**config.mk**
```make
export PLATFORM = sky130hd
export DESIGN_NAME = spi_controller
export DESIGN_NICKNAME = d
export VERILOG_FILES = /design/src/rtl/spi_pkg.sv /design/src/rtl/spi_sclk_gen.sv /design/src/rtl/spi_controller.sv
export SDC_FILE = /design/constraint.sdc
export NUM_CORES = 1
export LEC_CHECK = 0
export BUFFER_PORTS_ARGS = -buffer_cell sky130_fd_sc_hd__buf_2
export CAP_MARGIN = 20
export CORE_ASPECT_RATIO = 0.7
export CORE_MARGIN = 2
export CORE_UTILIZATION = 35
export CTS_CLUSTER_DIAMETER = 120
export CTS_CLUSTER_SIZE = 10
export DETAILED_ROUTE_END_ITERATION = 10
export PLACE_DENSITY_LB_ADDON = 0.2
export SLEW_MARGIN = 20
export SYNTH_ARGS = -nofsm -noshare
export SYNTH_HDL_FRONTEND = slang
export SYNTH_HIERARCHICAL = 1
export SYNTH_SLANG_ARGS = --single-unit
```
**constraint.sdc**
```tcl
create_clock -name clk -period 6.1 [get_ports clk]
set_clock_uncertainty 0.05 [all_clocks]
set_input_delay 1.22 -clock clk [delete_from_list [all_inputs] [get_ports clk]]
set_output_delay 1.22 -clock clk [all_outputs]
set_load 0.01 [all_outputs]
```
**src/rtl/spi_pkg.sv**
```systemverilog
// Shared types and constants for the SPI master.
// Latency: n/a (types only).
// Backpressure: n/a (types only).
package spi_pkg;
  localparam int WORD_W    = 8;
  localparam int MAX_WORDS = 4;

  typedef enum logic [2:0] {IDLE, SETUP, SHIFT, GAP, END} spi_state_t;
endpackage

```
**src/rtl/spi_sclk_gen.sv**
```systemverilog
// Half-period timer for the SPI master: produces a registered SCLK and rise/fall strobes.
// Latency: tick every HALF_PERIOD clk cycles while en is high; SCLK toggles on that same edge.
// Backpressure: none; the counter restarts from zero whenever en is low.
// Ports: clk, rst_n; en (timer running), toggle_en (let SCLK toggle on ticks);
//        sclk (registered SPI clock), tick (half-period boundary), rise/fall (SCLK edge this cycle).
module spi_sclk_gen #(
  parameter int HALF_PERIOD = 1
) (
  input  logic clk,
  input  logic rst_n,
  input  logic en,
  input  logic toggle_en,
  output logic sclk,
  output logic tick,
  output logic rise,
  output logic fall
);
  localparam int CW = (HALF_PERIOD > 1) ? $clog2(HALF_PERIOD) : 1;

  logic [CW-1:0] cnt;

  assign tick = en && (cnt == CW'(HALF_PERIOD - 1));
  // Strobes name the edge SCLK takes at the coming clk edge.
  assign rise = tick && toggle_en && !sclk;
  assign fall = tick && toggle_en && sclk;

  always_ff @(posedge clk or negedge rst_n) begin
    if (!rst_n) begin
      cnt  <= '0;
      sclk <= 1'b0;
    end else begin
      if (!en || tick) cnt <= '0;
      else             cnt <= cnt + CW'(1);
      if (tick && toggle_en) sclk <= ~sclk;
    end
  end
endmodule

```
**src/rtl/spi_controller.sv**
```systemverilog
// SPI mode-0 master, MSB first, bursts of 1-4 full-duplex bytes with tied or released SS.
// Latency: SS falls 1 clk after start; each word takes 16 SCLK half-periods; done pulses at end.
// Backpressure: start is ignored while busy; config is latched at start only.
// Ports: clk, rst_n; start, data_words (words-1), tied_SS, tx_data[0:3] from the register block;
//        rx_data[0:3], busy, done back to it; MISO in, MOSI/SCLK/SS out to the slave.
module spi_controller
  import spi_pkg::*;
#(
  parameter int HALF_PERIOD = 1
) (
  input  logic              clk,
  input  logic              rst_n,
  input  logic              start,
  input  logic [1:0]        data_words,
  input  logic              tied_SS,
  input  logic [WORD_W-1:0] tx_data [0:MAX_WORDS-1],
  output logic [WORD_W-1:0] rx_data [0:MAX_WORDS-1],
  input  logic              MISO,
  output logic              MOSI,
  output logic              SCLK,
  output logic              SS,
  output logic              busy,
  output logic              done
);
  localparam int BW = $clog2(WORD_W);

  spi_state_t        state;
  logic [WORD_W-1:0] tx_lat [0:MAX_WORDS-1];
  logic [1:0]        words_lat;
  logic              tied_lat;
  logic [1:0]        word_idx;
  logic [1:0]        next_idx;
  logic [BW-1:0]     bit_cnt;
  logic              gap_cnt;
  logic [WORD_W-1:0] tx_sh;
  // Holds the first 7 bits of a word; the 8th comes straight from MISO.
  logic [WORD_W-2:0] rx_sh;
  logic              tick, rise, fall;

  assign next_idx = word_idx + 2'd1;

  spi_sclk_gen #(.HALF_PERIOD(HALF_PERIOD)) u_sclk (
    .clk       (clk),
    .rst_n     (rst_n),
    .en        (state != IDLE),
    .toggle_en (state == SHIFT),
    .sclk      (SCLK),
    .tick      (tick),
    .rise      (rise),
    .fall      (fall)
  );

  always_ff @(posedge clk or negedge rst_n) begin
    if (!rst_n) begin
      state     <= IDLE;
      SS        <= 1'b1;
      MOSI      <= 1'b0;
      busy      <= 1'b0;
      done      <= 1'b0;
      words_lat <= '0;
      tied_lat  <= 1'b0;
      word_idx  <= '0;
      bit_cnt   <= '0;
      gap_cnt   <= 1'b0;
      tx_sh     <= '0;
      rx_sh     <= '0;
      for (int i = 0; i < MAX_WORDS; i++) begin
        rx_data[i] <= '0;
        tx_lat[i]  <= '0;
      end
    end else begin
      done <= 1'b0;
      case (state)
        IDLE: begin
          if (start) begin
            for (int i = 0; i < MAX_WORDS; i++) tx_lat[i] <= tx_data[i];
            words_lat <= data_words;
            tied_lat  <= tied_SS;
            word_idx  <= '0;
            bit_cnt   <= '0;
            tx_sh     <= tx_data[0];
            MOSI      <= tx_data[0][WORD_W-1];
            SS        <= 1'b0;
            busy      <= 1'b1;
            state     <= SETUP;
          end
        end
        SETUP: begin
          if (tick) state <= SHIFT;
        end
        SHIFT: begin
          if (rise) begin
            rx_sh <= {rx_sh[WORD_W-3:0], MISO};
            if (bit_cnt == BW'(WORD_W - 1)) rx_data[word_idx] <= {rx_sh, MISO};
          end
          if (fall) begin
            if (bit_cnt != BW'(WORD_W - 1)) begin
              bit_cnt <= bit_cnt + BW'(1);
              tx_sh   <= tx_sh << 1;
              MOSI    <= tx_sh[WORD_W-2];
            end else begin
              // Word boundary: SCLK is low again after this edge.
              bit_cnt <= '0;
              if (word_idx == words_lat) begin
                state <= END;
              end else begin
                word_idx <= next_idx;
                tx_sh    <= tx_lat[next_idx];
                if (tied_lat) begin
                  MOSI <= tx_lat[next_idx][WORD_W-1];
                end else begin
                  SS      <= 1'b1;
                  gap_cnt <= 1'b0;
                  state   <= GAP;
                end
              end
            end
          end
        end
        GAP: begin
          // SS stays high for two half-periods before reselecting the slave.
          if (tick) begin
            if (gap_cnt) begin
              SS    <= 1'b0;
              MOSI  <= tx_sh[WORD_W-1];
              state <= SETUP;
            end else begin
              gap_cnt <= 1'b1;
            end
          end
        end
        END: begin
          if (tick) begin
            SS    <= 1'b1;
            done  <= 1'b1;
            busy  <= 1'b0;
            state <= IDLE;
          end
        end
        default: state <= IDLE;
      endcase
    end
  end
endmodule

```
==> results.yml, run 1 <==
placed_design:
  place_ws_ns: 2.751
  port-buffer-count: 75
  gp_congestion: 0.7850
  hpwl_um: 6590
sta:
  worst_pin_slew_ns: 0.7763
  worst_slack_ns: 3.157
  hold_viol: 0
  setup_viol: 0
  report.final.slew_viol_count: 0
  tns_ns: 0
  finalCriticalPeriod_ns: 2.943
  min_period_over_period_pct: 48.25
  fmax_mhz: 339.8
  maxSlewHeadroom_pct: 48.25
  rsz0062_at_grt: "false"
clock_network:
  cts_setup_buffers: 0
  clockRootBuffer: "clkbuf_16"
  clk_path_buf_depth: 2
  cts_resized: 0
  path_clk_slew_ns: 0.07
  cts_made_buffers: 9
  cts_tree: "done"
  hold_buffers: 0
  insertion_delay_ns: 0.34
  htree_levels: 3
  cts.sinks: 97
grt:
  antenna_found_initial: 0
  grt_pass1_vias: 2914
  grt_pass1_wl_um: 15570
  overflow: 0
  track_usage_pct: 14.39
  grt_max_degree: 53
drt:
  firstDrtPassIters: 4
  viasPerCell: 5.046
  num_vias: 2826
  antenna_left: 0
  wl_per_cell_um: 16.53
  drt_iter0_markers: 160
  route.detailed.drc: 0
  routed_wl_um: 9257
worst_setup_path:
  critPathKind: "reg2reg"
  critical_path_arrival_ns: 3.11
  max_stage_delay_ns: 0.69
  r2r-end: "tx_sh[1]$_DFFE_PN0P_"
  critPathSlowestCell: "dfrtp_1"
  worst-path-max-fanout: 19
  r2r-start: "state[1]$_DFFE_PN0P_"
  rr_worst_depth: 6
  r2r_slack_ns: 3.16
  crit_required_ns: 6.27
  worst_setup_path_end_kind: "flip-flop"
  critPathLaunchType: "flip-flop"
  path_cells: "nor3b_4 -> buf_8 -> and3_1 -> a21oi_2 -> a31oi_4 -> mux2_2"
synth:
  synth_cells: 320
  ys.flop_type: "dfrtp_1"
  synthesis.yosys.warnings: 6
  yosysSeqAreaShare_pct: 54.14
  syn_area_per_cell_um2: 14.02
  synth_top_area_cell: "dfrtp_1"
  ys_seq_elements: 97
  yosysUniqueCellTypes: 51
  async_flop_share_pct: 100.0
  synth_fp_nets: 366
  synth_top_area_share_pct: 53.56
  syn-cell-area_um2: 4486
  synth_edf_count: 0
  synthTopCellsByArea: "dfrtp_1, mux2_2, mux4_2"
run_status:
  status: "complete, no violations"
power_and_ir_drop:
  net-switching-power_uw: 702.8
  pwr-share-seq_pct: 43.2
  p_sw_share_pct: 30.94
  p_total_uw: 2271
  p_int_uw: 1569
  pwr-share-comb_pct: 30.3
  p_clk_share_pct: 26.5
  ir_drop_v: 0.0001550
  power.leakage_uw: 0.002483
  p_per_area_nw_per_um2: 426.2
final_layout:
  finalNetCount: 439
  seqCellArea_um2: 2429
  postLayoutCoreUtil_pct: 42.76
  fillers: 1165
  diodes: 0
  drive_gt1_share_pct: 49.75
  syn_to_final_growth_pct: 18.83
  multi_input_area_um2: 1938
worst_hold_path:
  hold_end: "rx_data[21]$_DFFE_PN0P_"
  hold_path_class: "reg2reg"
  hold_start: "rx_data[21]$_DFFE_PN0P_"
  hold_depth: 1
floorplanning:
  coreArea_um2: 12460
  die_w_um: 139.3
  rows: 34
  die_h_um: 98.72
  start_util_pct: 35.99
  dieArea_um2: 13750
  io_pins: 76
job:
  drv_cap: 0
## layer usage
layer  global-route usage, %  up-vias  wire length, um
li1                        -     1312                -
met1                   20.75     1439             4595
met2                   21.57       65             4151
met3                   4.130       10              406
met4                   3.497        0              104
met5                       0        -                0
## worst max path at each step
stage | startpoint | endpoint | slack, ns | depth (start not counted)
2_1_floorplan | start | tx_lat[0]$_DFFE_PN0P_ | 3.71 | 4
3_3_place_gp | start | tx_sh[1]$_DFFE_PN0P_ | 2.84 | 5
3_5_place_dp | start | tx_sh[0]$_DFFE_PN0P_ | 2.75 | 5
4_1_cts | state[1]$_DFFE_PN0P_ | tx_sh[1]$_DFFE_PN0P_ | 3.11 | 6
5_1_grt | state[1]$_DFFE_PN0P_ | tx_sh[1]$_DFFE_PN0P_ | 2.92 | 6
6_report | state[1]$_DFFE_PN0P_ | tx_sh[1]$_DFFE_PN0P_ | 3.16 | 6
## layout by cell type (no fill, tap or decap), types with 2 or more instances in the layout
cell type / n
nor2b_1: 4
inv_1: 6
or3_1: 3
nand3_1: 7
o21bai_1: 3
nand4_1: 2
buf_2: 74
clkinv_2: 2
nor2_1: 11
dfrtp_1: 96
bufinv_16: 2
mux4_2: 8
mux2_4: 8
o21ai_0: 2
a32o_1: 5
and2_1: 2
clkinvlp_4: 2
xnor2_1: 3
clkbuf_16: 9
mux2i_1: 8
nand2_2: 3
nor4b_1: 3
mux2_2: 74
buf_4: 3
a21oi_1: 9
nor3_1: 4
nand2_1: 9
and3_1: 2
ha_1: 7
## logic make-up after synthesis
logic type / Yosys count / share of synthesized area (%)
flip-flops: 97 / 54.14
multiplexers: 99 / 27.31
other: 1 / 0.08360
adder cells (fa/ha/maj): 7 / 1.952
AO/OA/AOI/OAI: 29 / 4.937
XOR/XNOR: 3 / 0.5859
AND/OR/NAND/NOR: 61 / 8.201
buffers and inverters: 23 / 2.789
## synth_stat cells, types with 3 or more instances
| cell type | instances |
|---|---|
| buf_2 | 10 |
| nor2_1 | 11 |
| mux2i_1 | 8 |
| dfrtp_1 | 96 |
| nor4b_1 | 3 |
| mux4_2 | 8 |
| nand2_2 | 3 |
| a21oi_1 | 9 |
| nor3_1 | 4 |
| nand2_1 | 9 |
| inv_1 | 6 |
| ha_1 | 7 |
| or3_1 | 3 |
| a32o_1 | 5 |
| o21bai_1 | 3 |
| buf_4 | 3 |
| xnor2_1 | 3 |
| nand3_1 | 7 |
| nor2b_1 | 4 |
| mux2_4 | 8 |
| mux2_2 | 74 |
## power groups by stage
stage	Sequential, uW	Clock [uW]	Combinational (uW)
floorplan	923	0	576
global placement	988	0	655
detailed placement	994	0	689
CTS	984	616	692
global route	1010	646	762
finish	980	602	689
## sequential cells by signal, summed over array words and instances (netlist names), 2 cells and up
| register | cells |
|---|---|
| rx_data | 32 |
| tx_lat | 32 |
| tx_sh | 8 |
| rx_sh | 7 |
| bit_cnt | 3 |
| state | 3 |
| word_idx | 2 |
| words_lat | 2 |
## final cells by class
type                    count  share of cell area, %
clock buffers               9                  4.225
clock inverters             7                  1.761
inverters                   6                 0.4225
multi-input cells         200                  36.36
flip-flops and latches     97                  45.56
well taps                 162                  3.803
repair buffers             79                  7.864
## through the flow
| step | hold slack (ns) | instance area (um2) | std cells |
|---|---|---|---|
| finish | 0.4500 | 5330 | 560 |
| global route | 0.4704 | 5330 | 560 |
| CTS | 0.4546 | 5319 | 559 |
| detailed placement | 0.4392 | 5000 | 543 |
| global placement | 0.4321 | 4985 | 542 |
| floorplan | 0.4198 | 4486 | 320 |
## worst max-delay path, delay by kind of cell (launching register included)
| family | cells | cell delay [ns] |
|---|---|---|
| AOI/OAI and AO/OA | 2 | 0.49 |
| and+or+nand+nor | 2 | 0.97 |
| buffers and inverters | 1 | 0.25 |
| DFF | 1 | 0.69 |
| muxes | 1 | 0.38 |
Power figures use the tool's default switching activity.
==> run 2: changes to the inputs <==
Settings changed: ABC_AREA set to 1.
Clock period 6.1 ns to 2.7 ns, I/O delays scaled along.
==> run 2 against run 1 <==
Cell count grew 44%. Sequential share of layout area shrank 1.7 points. Via count grew 33%. Largest cell class unchanged. Highest routed layer unchanged.
==> results.yml, run 2 <==
power_and_ir_drop:
  p_clk_share_pct: 24.1
  net-switching-power_uw: 2199
  p_per_area_nw_per_um2: 967.9
  pwr-share-comb_pct: 37.1
  p_sw_share_pct: 41.01
  ir_drop_v: 0.0004153
  pwr-share-seq_pct: 38.8
  power.leakage_uw: 0.002904
  p_int_uw: 3164
floorplanning:
  io_pins: 76
  dieArea_um2: 14410
  die_h_um: 101.0
  die_w_um: 142.6
  coreArea_um2: 13140
  rows: 35
  start_util_pct: 35.84
synth:
  syn_area_per_cell_um2: 8.363
  synthTopCellsByArea: "dfrtp_1, nand2_1, o21ai_0"
  synth_common_cells: "nand2_1, dfrtp_1, inv_1"
  synth_fp_nets: 609
  ys_seq_elements: 97
  synth_cells: 563
  synth_edf_count: 0
  syn-cell-area_um2: 4708
  ys.flop_type: "dfrtp_1"
  synth_top_area_share_pct: 51.02
  async_flop_share_pct: 100.0
  yosysSeqAreaShare_pct: 51.58
  synth.most_common_cell: "nand2_1"
  yosysUniqueCellTypes: 30
  synth_top_area_cell: "dfrtp_1"
  synthesis.yosys.warnings: 6
placed_design:
  gp_congestion: 0.8456
  hpwl_um: 7896
  port-buffer-count: 75
  placed_cells: 791
clock_network:
  cts_setup_buffers: 0
  cts_tree: "done"
  cts.sinks: 97
  cts_resized: 0
  cts_made_buffers: 9
  htree_levels: 3
  clk_path_buf_depth: 2
  path_clk_slew_ns: 0.07
  hold_buffers: 0
  clockRootBuffer: "clkbuf_16"
  insertion_delay_ns: 0.35
worst_setup_path:
  r2r-start: "state[2]$_DFFE_PN0P_"
  crit_required_ns: 2.89
  critPathKind: "reg2reg"
  r2r-end: "gap_cnt$_DFFE_PN0P_"
  worst-path-max-fanout: 14
  worst_setup_path_end_kind: "flip-flop"
  critical_path_arrival_ns: 2.33
  rr_worst_depth: 13
  critPathLaunchType: "flip-flop"
  r2r_slack_ns: 0.56
sta:
  rsz0062_at_grt: "false"
  report.final.slew_viol_count: 0
  fmax_mhz: 467.3
  min_period_over_period_pct: 79.26
  tns_ns: 0
  hold_ws_ns: 0.07821
  hold_viol: 0
  maxSlewHeadroom_pct: 66.54
  worst_pin_slew_ns: 0.5019
  setup_viol: 0
  finalCriticalPeriod_ns: 2.140
final_layout:
  drive_gt1_share_pct: 22.15
  reg_top3: "rx_data (32), tx_lat (32), tx_sh (8)"
  diodes: 0
  syn_to_final_growth_pct: 17.67
  finalNetCount: 682
  fin_cells: 807
  mostFrequentLayoutCell: "nand2_1"
  mostFrequentLayoutCells: "nand2_1, dfrtp_1, buf_2"
grt:
  grt_pass1_vias: 3491
  grt_pass1_wl_um: 17980
  overflow: 0
  grt_max_degree: 61
  track_usage_pct: 16.21
  antenna_found_initial: 0
job:
  drv_cap: 0
drt:
  drt_iter0_markers: 219
  firstDrtPassIters: 5
  viasPerCell: 4.648
  antenna_left: 0
  wl_per_cell_um: 13.73
  route.detailed.drc: 0
  num_vias: 3751
  routed_wl_um: 11080
run_status:
  status: "complete, no violations"
worst_hold_path:
  hold_path_class: "in2async"
==> run 2: cell types whose count changed after synthesis, sizes merged, moves of 5 or more <==
cell / before / now
nor2: 11 / 35
a21oi: 10 / 1
a32o: 5 / 0
o21ai: 3 / 80
o211ai: 0 / 7
mux4: 8 / 0
nand2: 12 / 220
mux2i: 8 / 0
inv: 6 / 60
nor2b: 5 / 0
nand3: 7 / 29
mux2: 83 / 0
==> run 2: worst max-delay path by stage <==
stage | startpoint | to | slack [ns] | cells after the start
finish | state[2]$_DFFE_PN0P_ | gap_cnt$_DFFE_PN0P_ | 0.56 | 13
global route | state[2]$_DFFE_PN0P_ | SS$_DFFE_PN1P_ | 0.39 | 13
CTS | state[2]$_DFFE_PN0P_ | gap_cnt$_DFFE_PN0P_ | 0.58 | 13
detailed placement | state[2]$_DFFE_PN0P_ | gap_cnt$_DFFE_PN0P_ | 0.58 | 13
global placement | state[2]$_DFFE_PN0P_ | gap_cnt$_DFFE_PN0P_ | 0.63 | 13
floorplan | state[2]$_DFFE_PN0P_ | gap_cnt$_DFFE_PN0P_ | 0.57 | 13
==> run 2: cell type report <==
cell class,count,area [um2]
flip-flops and latches,97,2429
clock buffers,9,225.2
well taps,166,207.7
multi-input cells,386,1929
clock inverters,7,76.32
inverters,60,230.2
repair buffers,82,442.9
fillers,1348,7597
==> run 2: critical path: stages, from the launching register on <==
cell	delay, ns
dfrtp_1	0.49
inv_4	0.14
nand2_4	0.07
nor2_8	0.24
nand3_1	0.14
nor2_1	0.10
buf_4	0.15
inv_1	0.05
nand3_1	0.07
nand2_1	0.10
nor2_1	0.23
nand3_1	0.10
nand2_1	0.07
nand2_1	0.04
==> run 2: power by group through the flow <==
stage                     Sequential [uW]  Combinational [uW]  Clock [uW]
after floorplan                      2060                1520           0
after global placement               2100                1970           0
after detailed placement             2110                1990           0
after CTS                            2080                2000        1340
after global routing                 2130                2280        1400
final                                2080                1990        1290
==> run 2: cells by family (layout without fill, tap and decap cells) <==
family	count (synthesis)	after routing	synth area share [%]
flops	97	97	51.58
simple gates	288	288	27.48
other cells	1	1	0.07965
compound gates	90	90	11.56
buf+inv	80	158	7.441
fa+ha+maj	7	7	1.860
==> run 2: layer usage <==
metal / wire length, um / GRT usage [%] / vias to the layer above
li1: - / - / 1918
met1: 5924 / 24.63 / 1743
met2: 4492 / 22.56 / 81
met3: 544 / 4.086 / 9
met4: 116 / 4.798 / 0
met5: 0 / 0 / -
==> run 2: through the flow <==
stage / area, um2 / worst slack (ns) / utilization (%) / power, uW
6_report: 5540 / 0.5600 / 42.17 / 5363
5_1_grt: 5540 / 0.3889 / 42.17 / 5809
4_1_cts: 5540 / 0.5773 / 42.17 / 5428
3_5_place_dp: 5239 / 0.5840 / 39.88 / 4098
3_3_place_gp: 5239 / 0.6317 / 39.88 / 4068
2_1_floorplan: 4708 / 0.5657 / - / 3572
